===== config.mk =====
export PLATFORM = sky130hd
export DESIGN_NAME = fan_speed_ctrl
export DESIGN_NICKNAME = d
export VERILOG_FILES = /design/src/rtl/fan_speed_ctrl_pkg.sv /design/src/rtl/fan_speed_ctrl_tach_monitor.sv /design/src/rtl/fan_speed_ctrl.sv
export SDC_FILE = /design/constraint.sdc
export NUM_CORES = 1
export LEC_CHECK = 0
export CORE_ASPECT_RATIO = 1.5
export CORE_MARGIN = 2
export CORE_UTILIZATION = 45
export CTS_CLUSTER_DIAMETER = 120
export DETAILED_ROUTE_END_ITERATION = 12
export PLACE_DENSITY = 0.68
export SYNTH_ARGS = -nofsm -noshare
export SYNTH_HDL_FRONTEND = slang
export SYNTH_SLANG_ARGS = --single-unit

===== constraint.sdc =====
create_clock -name CLK -period 3.85 [get_ports CLK]
set_input_delay 0.5775 -clock CLK [delete_from_list [all_inputs] [get_ports CLK]]
set_output_delay 0.5775 -clock CLK [all_outputs]
set_load 0.1 [all_outputs]

===== src/rtl/fan_speed_ctrl_pkg.sv =====
// fan_pkg: shared types and constants for the fan speed controller.
//   main_state_e : sequencer states (KICK, RUN, FAULT)
//   level_t      : 2-bit speed level, legal values 1..3
//   level_target : duty target for each level
package fan_pkg;
  localparam int TEMP_W = 8;
  localparam int DUTY_W = 10;
  localparam logic [DUTY_W-1:0] DUTY_MAX = {DUTY_W{1'b1}};

  typedef enum logic [1:0] {KICK, RUN, FAULT} main_state_e;
  typedef logic [1:0] level_t;

  // Level 0 never occurs; it falls into the level-1 target as a safe default.
  function automatic logic [DUTY_W-1:0] level_target(input level_t l);
    case (l)
      2'd2:    return 10'd512;
      2'd3:    return 10'd768;
      default: return 10'd256;
    endcase
  endfunction
endpackage


===== src/rtl/fan_speed_ctrl_tach_monitor.sv =====
// tach_monitor: synchronises the raw tachometer, detects its rising edge and
// counts PWM periods without an edge while the controller is running.
//   CLK, nRST     clock, async active-low reset
//   tach          raw asynchronous tachometer input
//   period_start  PWM period wrap pulse
//   run           counter enabled (held at 0 otherwise)
//   stall         high while STALL_PERIODS periods elapsed without an edge
//   tach_edge     registered rising-edge pulse, 3 cycles after the tach rise
module tach_monitor #(
  parameter int STALL_PERIODS = 64
) (
  input  logic CLK,
  input  logic nRST,
  input  logic tach,
  input  logic period_start,
  input  logic run,
  output logic stall,
  output logic tach_edge
);
  localparam int CW = $clog2(STALL_PERIODS + 1);
  localparam logic [CW-1:0] LIM = CW'(STALL_PERIODS);

  logic s1, s2, s3;
  logic [CW-1:0] cnt;

  always_ff @(posedge CLK or negedge nRST) begin
    if (!nRST) begin
      s1 <= 1'b0; s2 <= 1'b0; s3 <= 1'b0; tach_edge <= 1'b0;
    end else begin
      s1 <= tach;
      s2 <= s1;
      s3 <= s2;
      tach_edge <= s2 & ~s3;
    end
  end

  // An edge clears the count even when a period_start lands on the same cycle.
  // Saturates so the stall level holds until the sequencer reacts.
  always_ff @(posedge CLK or negedge nRST) begin
    if (!nRST)                          cnt <= '0;
    else if (!run || tach_edge)         cnt <= '0;
    else if (period_start && cnt != LIM) cnt <= cnt + 1'b1;
  end

  assign stall = run & (cnt == LIM);
endmodule


===== src/rtl/fan_speed_ctrl.sv =====
// fan_speed_ctrl: closed-loop fan sequencer between the temperature sample
// stream and the PWM generator. Level selection with hysteresis, spin-up kick
// at full duty, per-period duty ramp, and tach-based stall fault.
//   CLK, nRST     clock, async active-low reset
//   temp_valid    temp sample strobe
//   temp          temperature sample (deg C)
//   period_start  PWM period wrap pulse
//   tach          raw tachometer
//   fault_clr     leave FAULT (ignored elsewhere)
//   duty          registered PWM duty
//   fan_speed     registered level 1..3 (3 in FAULT)
//   fault         registered stall fault flag
//   busy          KICK, or RUN with duty not yet at target
module fan_speed_ctrl
  import fan_pkg::*;
#(
  parameter int T_LOW         = 50,
  parameter int T_HIGH        = 70,
  parameter int HYST          = 3,
  parameter int RAMP_STEP     = 16,
  parameter int KICK_PERIODS  = 8,
  parameter int STALL_PERIODS = 64
) (
  input  logic              CLK,
  input  logic              nRST,
  input  logic              temp_valid,
  input  logic [TEMP_W-1:0] temp,
  input  logic              period_start,
  input  logic              tach,
  input  logic              fault_clr,
  output logic [DUTY_W-1:0] duty,
  output level_t            fan_speed,
  output logic              fault,
  output logic              busy
);
  localparam logic [TEMP_W-1:0] UP3 = TEMP_W'(T_HIGH);
  localparam logic [TEMP_W-1:0] UP2 = TEMP_W'(T_LOW);
  localparam logic [TEMP_W-1:0] DN1 = TEMP_W'(T_LOW - HYST);
  localparam logic [TEMP_W-1:0] DN2 = TEMP_W'(T_HIGH - HYST);
  localparam logic [DUTY_W:0]   STEP = (DUTY_W+1)'(RAMP_STEP);
  localparam int KW = $clog2(KICK_PERIODS + 1);
  localparam logic [KW-1:0] KICK_LAST = KW'(KICK_PERIODS - 1);

  main_state_e state, state_nxt;
  level_t level, level_nxt;
  logic [DUTY_W-1:0] duty_nxt, target, ramp;
  logic [DUTY_W:0] d_ext, t_ext, diff, r_ext;
  logic [KW-1:0] kick_cnt, kick_nxt;
  logic stall;

  tach_monitor #(.STALL_PERIODS(STALL_PERIODS)) u_tach (
    .CLK(CLK), .nRST(nRST), .tach(tach), .period_start(period_start),
    .run(state == RUN), .stall(stall), .tach_edge()
  );

  // Level tracking runs in every state, including FAULT.
  always_comb begin
    level_nxt = level;
    if (temp_valid) begin
      case (level)
        2'd1:    if (temp > UP3) level_nxt = 2'd3;
                 else if (temp >= UP2) level_nxt = 2'd2;
        2'd2:    if (temp > UP3) level_nxt = 2'd3;
                 else if (temp < DN1) level_nxt = 2'd1;
        default: if (temp < DN1) level_nxt = 2'd1;
                 else if (temp <= DN2) level_nxt = 2'd2;
      endcase
    end
  end

  // Ramp toward the target of the already-registered level; one extra bit
  // keeps the subtraction/addition from wrapping near 0 or DUTY_MAX.
  assign target = level_target(level);
  always_comb begin
    d_ext = {1'b0, duty};
    t_ext = {1'b0, target};
    diff  = (d_ext >= t_ext) ? d_ext - t_ext : t_ext - d_ext;
    r_ext = (d_ext > t_ext) ? d_ext - STEP : d_ext + STEP;
    ramp  = (diff <= STEP) ? target : r_ext[DUTY_W-1:0];
  end

  always_comb begin
    state_nxt = state;
    duty_nxt  = duty;
    kick_nxt  = kick_cnt;
    case (state)
      KICK: begin
        duty_nxt = DUTY_MAX;
        if (period_start) begin
          if (kick_cnt == KICK_LAST) begin
            state_nxt = RUN;
            kick_nxt  = '0;
          end else begin
            kick_nxt = kick_cnt + 1'b1;
          end
        end
      end
      RUN: begin
        if (stall) begin
          state_nxt = FAULT;
          duty_nxt  = DUTY_MAX;
        end else if (period_start) begin
          duty_nxt = ramp;
        end
      end
      FAULT: begin
        duty_nxt = DUTY_MAX;
        if (fault_clr) begin
          state_nxt = KICK;
          kick_nxt  = '0;
        end
      end
      default: state_nxt = KICK;
    endcase
  end

  always_ff @(posedge CLK or negedge nRST) begin
    if (!nRST) begin
      state     <= KICK;
      duty      <= DUTY_MAX;
      kick_cnt  <= '0;
      level     <= 2'd1;
      fan_speed <= 2'd1;
      fault     <= 1'b0;
    end else begin
      state     <= state_nxt;
      duty      <= duty_nxt;
      kick_cnt  <= kick_nxt;
      level     <= level_nxt;
      fan_speed <= (state_nxt == FAULT) ? 2'd3 : level_nxt;
      fault     <= (state_nxt == FAULT);
    end
  end

  assign busy = (state == KICK) | ((state == RUN) & (duty != target));
endmodule


# --- Word level (Yosys, flattened, before mapping) ---
# Index checks and enable logic that the tools add are counted.
op_classes:
  mux: 27
  n_addsub: 6
  n_bitwise: 5
  eq_ne: 13
  n_lt_le_gt_ge: 7
  n_reduce_logical: 10
ops:
  columns: ["operator", "count"]
  rows:
  - ["two-way mux 10 bit", 4]
  - ["case mux 10 bit (2 select lines)", 2]
  - ["two-way mux 2 bit", 12]
  - ["subtractor 10 x 10 -> 11 bit", 2]
  - ["two-way mux 7 bit", 2]
  - ["two-way mux 4 bit", 3]
  - ["<= comparator 11 x 5 -> 1 bit, second input constant", 1]
  - ["two-way mux 11 bit", 1]
  - ["adder 10 x 5 -> 10 bit, second input constant", 1]
  - [">= comparator 10 bit", 1]
  - ["> comparator 10 bit", 1]
  - ["!= test 10 bit", 1]
  - ["subtractor 10 x 5 -> 10 bit, second input constant", 1]
  - ["== test 2 bit, second input constant", 4]
  - [">= comparator 8 x 6 -> 1 bit, second input constant", 1]
  - ["> comparator 8 x 7 -> 1 bit, second input constant", 1]
  - ["<= comparator 8 x 7 -> 1 bit, second input constant", 1]
  - ["less-than comparator 8 x 6 -> 1 bit, second input constant", 1]
  - ["case mux 4 bit (2 select lines)", 1]
  - ["adder 7 x 1 -> 7 bit, second input constant", 1]
  - ["== test 7 bit, second input constant", 1]
  - ["!= test 7 bit, second input constant", 1]
  - ["case mux 2 bit (3 select lines)", 1]
  - ["nonzero test 2 bit", 3]
  - ["16 further kinds", 20]
word_totals:
  reg_bits: 32
  inputBits: 14
  elab_cells: 79
  out_inout_bits: 14

# --- Logic depth before layout (Yosys ltp) ---
logic_depth:
  ltp_word: 9
  depth_mapped: 15
  mapped_depth_nobuf: 15

# --- Cells and area by module ---
# A second synthesis with hierarchy kept.
unflattened:
  cells_unflattened: 217
  area_unflattened_um2: 1993.2
modules_own_cells:
  columns: ["mod", "seq_area_each_um2", "cells_per_inst", "area_per_inst_um2", "n_inst"]
  rows:
  - ["fan_speed_ctrl", 461.7, 170, 1486.4, 1]
  - ["tach_monitor", 275.3, 47, 506.7, 1]

# --- Worst setup path after synthesis ---
# No wires, ideal clock.
synth_path:
  kind: "reg2out"
  from: "reg duty[8]"
  to: "out busy"
  slack_ns: 0.149
  path_stages_with_launch: 5
  t_required_ns: 3.273
  arrival_ns: 3.124
  path_buffers: 0
  path_cell_list: "dfstp_2 > inv_1 > ha_1 > nor3b_4 > a41oi_1"
synth_via:
  elab_chain_cells: 3
synth_lines:
  columns: ["element", "line_no", "rtl"]
  rows:
  - ["start: declaration", "fan_speed_ctrl.sv:31", "output logic [DUTY_W-1:0] duty,"]
  - ["start signal: assignment", "fan_speed_ctrl.sv:127", "duty <= duty_nxt;"]
  - ["!= test 10 bit", "fan_speed_ctrl.sv:135", "assign busy = (state == KICK) | ((state == RUN) & (duty != target));"]
  - ["bitwise AND 1 bit", "fan_speed_ctrl.sv:135", null]
  - ["OR 1 bit", "fan_speed_ctrl.sv:135", null]
  - ["end: declaration", "fan_speed_ctrl.sv:34", "output logic busy"]
# No other way between the ends.

# --- Worst setup path after layout ---
layout_path:
  from: "reg level[0]"
  to: "reg duty[9]"
layout_via:
  elab_chain_cells: 9
  elab_cells_between_ends: 14
  classes_between: "2 x add/sub; 3 x order compare; 2 x eq/ne; 7 x mux"
layout_lines:
  columns: ["element", "line_no", "rtl"]
  rows:
  - ["start: declaration", "fan_speed_ctrl.sv:45", "level_t level, level_nxt;"]
  - ["start signal: assignment", "fan_speed_ctrl.sv:129", "level <= level_nxt;"]
  - ["== test 2 bit", "fan_speed_ctrl_pkg.sv:15", "case (l)"]
  - ["case mux 10 bit (2 select lines) (*)", "fan_speed_ctrl_pkg.sv:15", null]
  - ["subtractor 10 x 10 -> 11 bit or >= comparator 10 bit (tied branches)", "fan_speed_ctrl.sv:77", "diff = (d_ext >= t_ext) ? d_ext - t_ext : t_ext - d_ext;"]
  - ["two-way mux 11 bit", "fan_speed_ctrl.sv:77", null]
  - ["<= comparator 11 x 5 -> 1 bit", "fan_speed_ctrl.sv:79", "ramp = (diff <= STEP) ? target : r_ext[DUTY_W-1:0];"]
  - ["two-way mux 10 bit (*)", "fan_speed_ctrl.sv:79", null]
  - ["two-way mux 10 bit (*)", "fan_speed_ctrl.sv:102", "end else if (period_start) begin"]
  - ["two-way mux 10 bit (*)", "fan_speed_ctrl.sv:99", "if (stall) begin"]
  - ["case mux 10 bit (2 select lines) (*)", "fan_speed_ctrl.sv:86", "case (state)"]
# Every way passes the cells marked *; elsewhere a longest branch is shown, timed or not. The select of a mux whose other input is x is not followed.
# A chain may end at the register's enable or synchronous reset.

==> impl_metrics.toml <==
[sta]
setup_ws_ns = 0.438
min_period_ns = 3.41
fin_setup_tns_ns = 0
period_share = 0.886
finalHoldViolations = 0
slew_viol_final = 0
tightestPinTransition_ns = 0.994
grt_setup_unrepaired = "no"
setup_viol = 0
fmax_mhz = 293
fin_skew_ns = 0.00423
relSlewSlack = 0.336

[clock_tree]
clock_sinks = 29
post-cts-setup-buffers = 0
root_buffer = "clkbuf_8"
cts-resized-gates = 0
cts.path.max_buffers = 2
cts_buffers = 5
clk_latency_ns = 0.28
cts_tree = "built"
postCtsHoldBufs = 0
clk_pin_slew_ns = 0.06
htree_levels = 2

[layout]
stdcell_count = 286
syn2layout_area_growth_pct = 19.7
fin_util = 0.561
diodes = 0
fin_nets = 270
drive_gt1_frac = 0.121

[setup_path]
arrival_ns = 3.61
cpPeakStageDelay_ns = 0.57
start_kind = "flip-flop"
worstPathRequired_ns = 4.04
path_class = "reg -> reg"
path_common_cell = "ha_1"
r2r-start = "level[0]"
cp_cell_sequence = "inv_1 -> ha_1 -> inv_1 -> ha_1 -> nor3b_4 -> a31oi_1 -> ha_1 -> a211oi_1 -> o21bai_1 -> a21oi_1 -> xnor2_1 -> nor3_1 -> a211oi_1"
critPathLaunch = "level[0]"
crit_fanout = 6
end_kind = "flip-flop"
worst_path_max_delay_cell = "dfstp_2"

[route]
met1_length_um = 1820
wl_met2_um = 2280
num_vias = 1678
vias_per_cell = 5.87
drt-initial-drc-count = 38
met3WireLength_um = 95
wire_per_inst_um = 15.0
firstDrtPassIters = 4
drc = 0
top_layer = "met4"
routed_wl_um = 4280
detail-route-antenna-nets = 0

[synthesis]
ys_types = 53
synth-seq-area-share = 0.370
ys_seq_elements = 29
synthArstFlopShare = 1.00
ys_warn_count = 0
avgSynthCellArea_um2 = 9.38
syn_nets = 243
syn_area_um2 = 1990
synth_cells = 212
ys.flop_type = "dfrtp_1"
synth_edf_count = 0

[pwr]
switchingPower_uw = 886
ir_drop_mv = 0.721
finalPower_mw = 1.87
cellInternalPower_uw = 987
sw_frac_of_total = 0.473
clkPwrFrac = 0.149
p_seq_frac = 0.288
power.density_nw_per_um2 = 787
pwr-share-comb = 0.564
leakagePower_nw = 1.03

[min_path]
min_from = "u_tach.s1"
hold_path.class = "reg -> reg"

[outcome]
status = "finished clean"

[placement]
post-place-cells = 278
io_buffers = 27
pre_cts_ws_ns = 0.459
dp_hpwl_um = 3180
gp_congestion = 0.823

[global_route]
track_usage = 0.190
antenna_found_initial = 0
grt_first_pass_wirelength_um = 7290
grt_max_degree = 22
grt_pass1_vias = 1606
overflow = 0

[die]
fp-row-count = 29
coreArea_um2 = 4250
boundaryPins = 28
initial_core_util = 0.469
dieHeight_um = 85.4
fp.dieW_um = 58.3
die_area_um2 = 4980

[run]
maxCapViolCount = 0
through the flow:
step           hold slack [ns]  area (um2)
2_1_floorplan            0.282        1990
3_5_place_dp             0.340        2280
3_3_place_gp             0.339        2280
6_report                 0.351        2380
5_1_grt                  0.364        2380
4_1_cts                  0.354        2380
path summary, 6_finish.rpt:
| path | endpoint | cells past startpoint | slack [ns] |
|---|---|---|---|
| max | duty[9] | 13 | 0.44 |
| min | u_tach.s2 | 0 | 0.35 |
| max reg2reg | duty[9] | 13 | 0.44 |
| min reg2reg | u_tach.s2 | 0 | 0.35 |
| max in group asynchronous | fan_speed[0] | 2 | 2.22 |
| min in group asynchronous | u_tach.cnt[5] | 1 | 0.85 |
layout make-up:
cell class / count / area (um2)
clock buffer: 7 / 96.3
sequential: 29 / 737
multi-input combinational: 158 / 1150
timing repair buffer: 28 / 275
fill: 393 / 1860
clock inverter: 1 / 5.00
tap: 46 / 57.6
inverter: 17 / 63.8
sequential cells by signal (all words and copies together), names as in the netlist, 2 cells and up:
name,flops
duty,7
u_tach.cnt,7
kick_cnt,4
fan_speed,2
level,2
state,2
Yosys cell counts, types with 2 or more instances:
| cell type | number | area, um2 |
|---|---|---|
| ha_1 | 15 | 188 |
| nand3_1 | 6 | 30.0 |
| o21ai_0 | 14 | 70.1 |
| nand2b_1 | 2 | 12.5 |
| a211oi_1 | 4 | 30.0 |
| o22a_1 | 5 | 43.8 |
| nor3b_1 | 2 | 15.0 |
| nand4_1 | 2 | 12.5 |
| xor2_1 | 3 | 26.3 |
| nor3_1 | 9 | 45.0 |
| buf_4 | 3 | 22.5 |
| or3b_2 | 3 | 26.3 |
| dfstp_2 | 9 | 236 |
| nand2_1 | 14 | 52.6 |
| inv_1 | 17 | 63.8 |
| dfrtp_1 | 20 | 500 |
| a22oi_1 | 3 | 22.5 |
| o41ai_1 | 2 | 17.5 |
| nor2_1 | 12 | 45.0 |
| a31oi_1 | 3 | 18.8 |
| nand3b_1 | 2 | 15.0 |
| nor2b_1 | 3 | 18.8 |
| xnor2_1 | 4 | 35.0 |
| or3_1 | 2 | 12.5 |
| mux2i_1 | 2 | 20.0 |
| a21o_1 | 5 | 37.5 |
| nor4_1 | 2 | 12.5 |
| clkbuf_1 | 4 | 15.0 |
| o211ai_1 | 2 | 15.0 |
| fa_1 | 2 | 40.0 |
| a21oi_1 | 14 | 70.1 |
worst max-delay path, delay by kind of cell (launching register included):
kind / cells / cell delay (ns)
buffers and inverters: 2 / 0.20
AO/OA/AOI/OAI: 5 / 1.32
flip-flops: 1 / 0.57
adder cells (fa/ha/maj): 3 / 0.88
AND/OR/NAND/NOR: 2 / 0.24
XOR/XNOR: 1 / 0.13
layout by cell type, fill, tap and decap left out, types with 3 or more instances in the layout:
cell             count
a211oi_1             4
a21o_1               5
a21oi_1             14
a22oi_1              3
a31oi_1              3
clkbuf_8             7
clkdlybuf4s50_1     26
dfrtp_1             20
dfstp_2              9
ha_1                15
inv_1               17
nand2_1             14
nand3_1              6
nor2_1              12
nor2b_1              3
nor3_1               9
o21ai_0             14
o22a_1               5
or3b_2               3
xnor2_1              4
xor2_1               3
per-layer routing:
layer  track usage  vias to the layer above
met1         0.227                      816
met3        0.0305                        7
met4        0.0846                        0
li1              -                      830
met2         0.327                       25
met5             0                        -
power by group through the flow:
stage               Sequential (mW)  Clock [mW]  Combinational (mW)
floorplan                     0.744           0               0.629
global placement              0.540           0                1.06
detailed placement            0.546           0                1.06
CTS                           0.541       0.288                1.06
global route                  0.560       0.302                1.17
finish                        0.539       0.278                1.06
kinds of logic (layout without fill, tap and decap cells):
logic type / after synthesis / after routing / share of synthesized area
muxes: 2 / 2 / 0.0101
buffers and inverters: 25 / 53 / 0.0535
adders and majority gates: 17 / 17 / 0.114
AOI/OAI and AO/OA: 65 / 65 / 0.223
and+or+nand+nor: 67 / 67 / 0.198
xor gates and xnor gates: 7 / 7 / 0.0308
DFF: 29 / 29 / 0.370
Note: power is estimated with default switching activity, not from simulation.
